--- src/rtl/seq_alu.sv ---
// seq_alu: sequential ALU with one-cycle logic/compare/shift ops and
// iterative shift-add multiply and restoring divide, valid/ready on both sides.
module seq_alu #(
  parameter int WIDTH = 32
) (
  input  logic             clk,
  input  logic             rst,
  input  logic             in_valid,
  output logic             in_ready,
  input  logic [3:0]       op,
  input  logic [WIDTH-1:0] a,
  input  logic [WIDTH-1:0] b,
  output logic             out_valid,
  input  logic             out_ready,
  output logic [WIDTH-1:0] result,
  output logic             zero,
  output logic             busy
);
  localparam int SHW = $clog2(WIDTH);
  localparam logic [SHW-1:0] LAST = SHW'(WIDTH - 1);
  typedef enum logic [1:0] {IDLE, CALC, DONE} state_t;
  state_t state, state_n;
  logic [SHW-1:0] step;
  logic [3:0] op_q;
  logic [WIDTH-1:0] a_q, hi, lo, opnd;
  logic b_zero, neg_q, neg_r;
  logic accept, is_long, is_mul, is_sdiv, mul_q, div_ok;
  logic [WIDTH-1:0] fast, hi_n, lo_n, long_res;
  logic [WIDTH:0] mul_sum, div_sh, div_diff;
  assign accept  = in_valid && in_ready;
  assign is_long = op[3] & (op[2] | op[1]);
  assign is_mul  = op[3:1] == 3'b101;
  assign is_sdiv = (op[3:2] == 2'b11) & ~op[0];
  assign mul_q   = op_q[3:1] == 3'b101;
  always_ff @(posedge clk or posedge rst)
    if (rst) state <= IDLE;
    else     state <= state_n;
  always_comb begin
    state_n = state;
    case (state)
      IDLE:    state_n = in_valid ? (is_long ? CALC : DONE) : IDLE;
      CALC:    state_n = (step == LAST) ? DONE : CALC;
      DONE:    state_n = out_ready ? IDLE : DONE;
      default: state_n = IDLE;
    endcase
  end
  always_comb begin
    in_ready  = state == IDLE;
    out_valid = state == DONE;
    busy      = state != IDLE;
  end
  always_comb begin
    fast = '0;
    case (op)
      4'd0:    fast = a + b;
      4'd1:    fast = a - b;
      4'd2:    fast = a ^ b;
      4'd3:    fast = a | b;
      4'd4:    fast = a & b;
      4'd5:    fast = a << b[SHW-1:0];
      4'd6:    fast = a >> b[SHW-1:0];
      4'd7:    fast = $unsigned($signed(a) >>> b[SHW-1:0]);
      4'd8:    fast = WIDTH'($signed(a) < $signed(b));
      4'd9:    fast = WIDTH'(a < b);
      default: fast = '0;
    endcase
  end
  // hi/lo double as product halves (multiply) or remainder/quotient (divide)
  always_comb begin
    mul_sum  = {1'b0, hi} + (lo[0] ? {1'b0, opnd} : '0);
    div_sh   = {hi, lo[WIDTH-1]};
    div_diff = div_sh - {1'b0, opnd};
    div_ok   = ~div_diff[WIDTH];
    hi_n     = mul_q ? mul_sum[WIDTH:1] : (div_ok ? div_diff[WIDTH-1:0] : div_sh[WIDTH-1:0]);
    lo_n     = mul_q ? {mul_sum[0], lo[WIDTH-1:1]} : {lo[WIDTH-2:0], div_ok};
    long_res = mul_q ? (op_q[0] ? hi_n : lo_n)
             : !op_q[1] ? (b_zero ? '1 : (neg_q ? -lo_n : lo_n))
             : (b_zero ? a_q : (neg_r ? -hi_n : hi_n));
  end
  always_ff @(posedge clk or posedge rst)
    if (rst) begin
      step   <= '0;
      op_q   <= '0;
      a_q    <= '0;
      hi     <= '0;
      lo     <= '0;
      opnd   <= '0;
      b_zero <= 1'b0;
      neg_q  <= 1'b0;
      neg_r  <= 1'b0;
      result <= '0;
      zero   <= 1'b1;
    end else if (accept) begin
      step   <= '0;
      op_q   <= op;
      a_q    <= a;
      b_zero <= b == '0;
      neg_q  <= is_sdiv & (a[WIDTH-1] ^ b[WIDTH-1]);
      neg_r  <= is_sdiv & a[WIDTH-1];
      hi     <= '0;
      lo     <= is_mul ? b : ((is_sdiv & a[WIDTH-1]) ? -a : a);
      opnd   <= is_mul ? a : ((is_sdiv & b[WIDTH-1]) ? -b : b);
      if (!is_long) begin
        result <= fast;
        zero   <= fast == '0;
      end
    end else if (state == CALC) begin
      step <= step + 1'b1;
      hi   <= hi_n;
      lo   <= lo_n;
      if (step == LAST) begin
        result <= long_res;
        zero   <= long_res == '0;
      end
    end
endmodule

--- config.mk ---
export PLATFORM = sky130hd
export DESIGN_NAME = seq_alu
export DESIGN_NICKNAME = d
export VERILOG_FILES = /design/src/rtl/seq_alu.sv
export SDC_FILE = /design/constraint.sdc
export NUM_CORES = 2
export LEC_CHECK = 0
export BUFFER_PORTS_ARGS = -buffer_cell sky130_fd_sc_hd__buf_2
export CORE_MARGIN = 2
export CORE_UTILIZATION = 40
export DETAILED_ROUTE_END_ITERATION = 16
export HOLD_SLACK_MARGIN = 0.15
export SLEW_MARGIN = 0
export SYNTH_ARGS = -nofsm -noshare
export SYNTH_HDL_FRONTEND = slang
export SYNTH_SLANG_ARGS = --single-unit
--- constraint.sdc ---
create_clock -name clk -period 16.85 [get_ports clk]
set_clock_uncertainty 0.2 [all_clocks]
set_input_delay 3.37 -clock clk [delete_from_list [all_inputs] [get_ports clk]]
set_output_delay 3.37 -clock clk [all_outputs]
set_load 0.02 [all_outputs]
==> metrics.log <==
INFO  metric outcome = complete, no violations
INFO  metric finalNonFillerCells = 4212
INFO  metric critical_path_arrival = 9.02 ns
INFO  metric timing.final.hold_violations = 0
INFO  metric detail_route.wl_per_cell = 26.8 um
INFO  metric period_needed = 8.83 ns
INFO  metric ir_drop = 0.0859 mV
INFO  metric fp-row-count = 91
INFO  metric grt_pass1_vias = 25101
INFO  metric die_height = 254 um
INFO  metric grt_max_degree = 110
INFO  metric mappedNetlistNets = 3692
INFO  metric yosysMostFrequentCell = sky130_fd_sc_hd__nand2_1
INFO  metric clk_latency = 0.47 ns
INFO  metric flow.area_growth_from_synthesis = 6.63%
INFO  metric gr-total-overflow = 0
INFO  metric cts.sink_count = 175
INFO  metric tritoncts.num_buffers = 17
INFO  metric p_seq_share = 17.2%
INFO  metric grt_pass1_wl = 167000 um
INFO  metric synthCells = 3449
INFO  metric critical_path_peak_fanout = 56
INFO  metric vias = 27508
INFO  metric cp_num_buf_inv = 3
INFO  metric ctsRootBufferMaster = sky130_fd_sc_hd__clkbuf_16
INFO  metric report.final.setup_viol = 0
INFO  metric via_per_inst = 6.53
INFO  metric yosys.area.top_type = sky130_fd_sc_hd__dfrtp_1
INFO  metric net-switching-power = 2.80 mW
INFO  metric design.final.nets = 3603
INFO  metric critPathRequiredTime = 17.05 ns
INFO  metric endpoint_kind = flop
INFO  metric port_buffers = 107
INFO  metric timing.max_cap.violations = 0
INFO  metric cts.reportedPaths.clkPinSlew = 0.07 ns
INFO  metric top_level_ports = 108
INFO  metric share_comb_of_total_power = 74.0%
INFO  metric numPlacedInstances = 4178
INFO  metric worst_slew_margin_rel = 9.26%
INFO  metric layout-drive-gt1-share = 10.1%
INFO  metric ant_nets = 0
INFO  metric postCtsResizedCells = 0
INFO  metric worst_setup_path_start_kind = primary input
INFO  metric synth-edff-count = 0
INFO  metric postCtsSetupRepairBufs = 0
INFO  metric placeableCoreArea = 61700 um2
INFO  metric final_weighted_congestion_in_routability_driven_placement = 1.06
INFO  metric total_power = 4.84 mW
INFO  metric timing_max_transition_violations_final = 0
INFO  metric holdCritPathClass = reg2reg
INFO  metric fp.dieArea = 64300 um2
INFO  metric synth_cell_type_count = 103
INFO  metric most_numerous_cell_types_in_the_synthesized_netlist = sky130_fd_sc_hd__nand2_1 (384), sky130_fd_sc_hd__nor2_1 (341), sky130_fd_sc_hd__o21ai_0 (338)
INFO  metric main_flop_type_after_synthesis = sky130_fd_sc_hd__dfrtp_1
INFO  metric fin_crit_sh = 52.4%
INFO  metric yosysSeqAreaShare = 17.6%
INFO  metric p_per_area = 182 nW/um2
INFO  metric ys_async_sr_fraction = 100%
INFO  metric grt_antenna_before_repair = 16
INFO  metric timing_worst_slew_pin_value = 1.35 ns
INFO  metric synth_top_cells_by_area = sky130_fd_sc_hd__dfrtp_1 (17%), sky130_fd_sc_hd__ha_1 (8.4%), sky130_fd_sc_hd__o21ai_0 (6.8%)
INFO  metric critical_path.cell_chain = buf_2, buf_4, clkinv_1, ha_1, a2111oi_0, o41ai_1, a31oi_1, o21ai_0, a31oi_1, and3_1, a211oi_1, nand2_1, nor3_1, nand4_1, nor4_1, nand4_1, o211ai_2
INFO  metric netlist_area_before_placement = 24900 um2
INFO  metric clock_path_buffers = 2
INFO  metric dr.first_iter.drc_count = 3587
INFO  metric start_util = 40.4%
INFO  metric yosysWarnings = 0
INFO  metric worstSetupPathType = in2reg
INFO  metric worst_hold_slack = 0.282 ns
INFO  metric cp_slowest_stage_delay = 1.12 ns
INFO  metric total_leakage_power = 11.1 nW
INFO  metric synth_top_area_share = 17.5%
INFO  metric fin_tns_setup = 0 ns
INFO  metric die_w = 254 um
INFO  metric tritoncts = done
INFO  metric grt.total_usage = 34.6%
INFO  metric internal-power = 2.05 mW
INFO  metric fillers = 6575
INFO  metric detail_route.wirelength = 113000 um
INFO  metric drc_errors = 0
INFO  metric grt_setup_unrepaired = false
INFO  metric synthesis.area_per_instance = 7.23 um2
INFO  metric slowest_stage = sky130_fd_sc_hd__o41ai_1
INFO  metric htreeDepth = 4
INFO  metric critPathTopFamily = compound AO/OA/AOI/OAI gates
INFO  metric number_of_hold_buffers_added_after_cts = 0
INFO  metric dr.pass1.iters = 6
INFO  metric netSwitchingFraction = 57.8%
INFO  metric postSynthRegisterBits = 175
INFO  metric timing.fmax = 113 MHz
INFO  metric place.detailed.hpwl = 87200 um
INFO  metric power.share.clock = 8.8%
==> tightest hold or removal path: cells and delay by family (launching register included) <==
kind | cells | cell delay [ns]
AOI/OAI and AO/OA | 1 | 0.06
DFF | 1 | 0.34
and+or+nand+nor | 1 | 0.04
==> cells in the final DEF, fill, tap and decap left out, types with 36 or more instances in the layout <==
cell	count
sky130_fd_sc_hd__dfrtp_1	174
sky130_fd_sc_hd__nand3_1	100
sky130_fd_sc_hd__a21oi_1	281
sky130_fd_sc_hd__o211ai_1	100
sky130_fd_sc_hd__a21o_1	47
sky130_fd_sc_hd__o21ai_0	337
sky130_fd_sc_hd__xor2_1	44
sky130_fd_sc_hd__a211oi_1	43
sky130_fd_sc_hd__nor3_1	73
sky130_fd_sc_hd__buf_4	59
sky130_fd_sc_hd__mux2i_1	73
sky130_fd_sc_hd__a31oi_1	50
sky130_fd_sc_hd__inv_1	152
sky130_fd_sc_hd__xnor2_1	102
sky130_fd_sc_hd__nand2_1	383
sky130_fd_sc_hd__a221oi_1	36
sky130_fd_sc_hd__nor2_1	340
sky130_fd_sc_hd__buf_2	105
sky130_fd_sc_hd__and2_1	42
sky130_fd_sc_hd__ha_1	167
sky130_fd_sc_hd__mux4_2	58
==> power groups by stage <==
stage          registers, mW  logic [mW]  clock network [mW]
2_1_floorplan          0.774        2.46                   0
3_3_place_gp           0.827        3.47                   0
3_5_place_dp           0.829        3.47                   0
4_1_cts                0.822        3.50               0.431
5_1_grt                0.855        3.87               0.447
6_report               0.832        3.59               0.427
==> layout make-up <==
cell class,instances,area (um2),share of cell area (%)
flip-flops and latches,175,4380,16.5
well taps,837,1050,3.94
diodes,2,5.00,0.0188
repair buffers,164,968,3.64
inverters,159,604,2.27
clock buffers,18,439,1.65
clock inverters,14,170,0.640
multi-input cells,2843,19000,71.4
==> state kept, by name, indices dropped and copies added, names as in the netlist <==
name	cells
opnd	32
b_zero	1
neg_r	1
step	5
hi	32
state	2
lo	32
a_q	32
zero	1
neg_q	1
result	32
op_q	4
==> through the flow <==
stage	util [%]	instance area (um2)	setup slack, ns
finish	43.1	26600	8.02
global route	43.1	26600	7.88
floorplan	-	24900	8.54
detailed placement	42.1	26000	7.78
global placement	42.1	26000	7.87
CTS	43.1	26600	8.26
==> logic make-up after synthesis <==
kind of cell	share of synthesized area, %
AO/OA/AOI/OAI	31.3
XOR/XNOR	5.13
adder cells (fa/ha/maj)	8.70
buffers and inverters	6.69
flip-flops	17.6
multiplexers	8.62
AND/OR/NAND/NOR	22.0
==> final timing paths <==
kind	startpoint	slack [ns]	cells past startpoint	end
min reg2reg	result[17]	0.28	2	result[17]
max	b[4]	8.02	17	zero
max in group asynchronous	rst	12.17	3	a_q[3]
max reg2reg	lo[31]	8.60	28	zero
min	result[17]	0.28	2	result[17]
min in group asynchronous	rst	2.83	2	step[3]
==> routing by layer <==
layer	share of wire [%]	global-route usage [%]	up-vias	wire, um
li1	-	-	12522	-
met1	43	48.5	13238	48000
met2	43	52.5	1512	49000
met3	8.9	3.94	232	10100
met4	5.1	17.0	4	5780
met5	0.019	0	-	22
(Power assumes the default switching activity.)
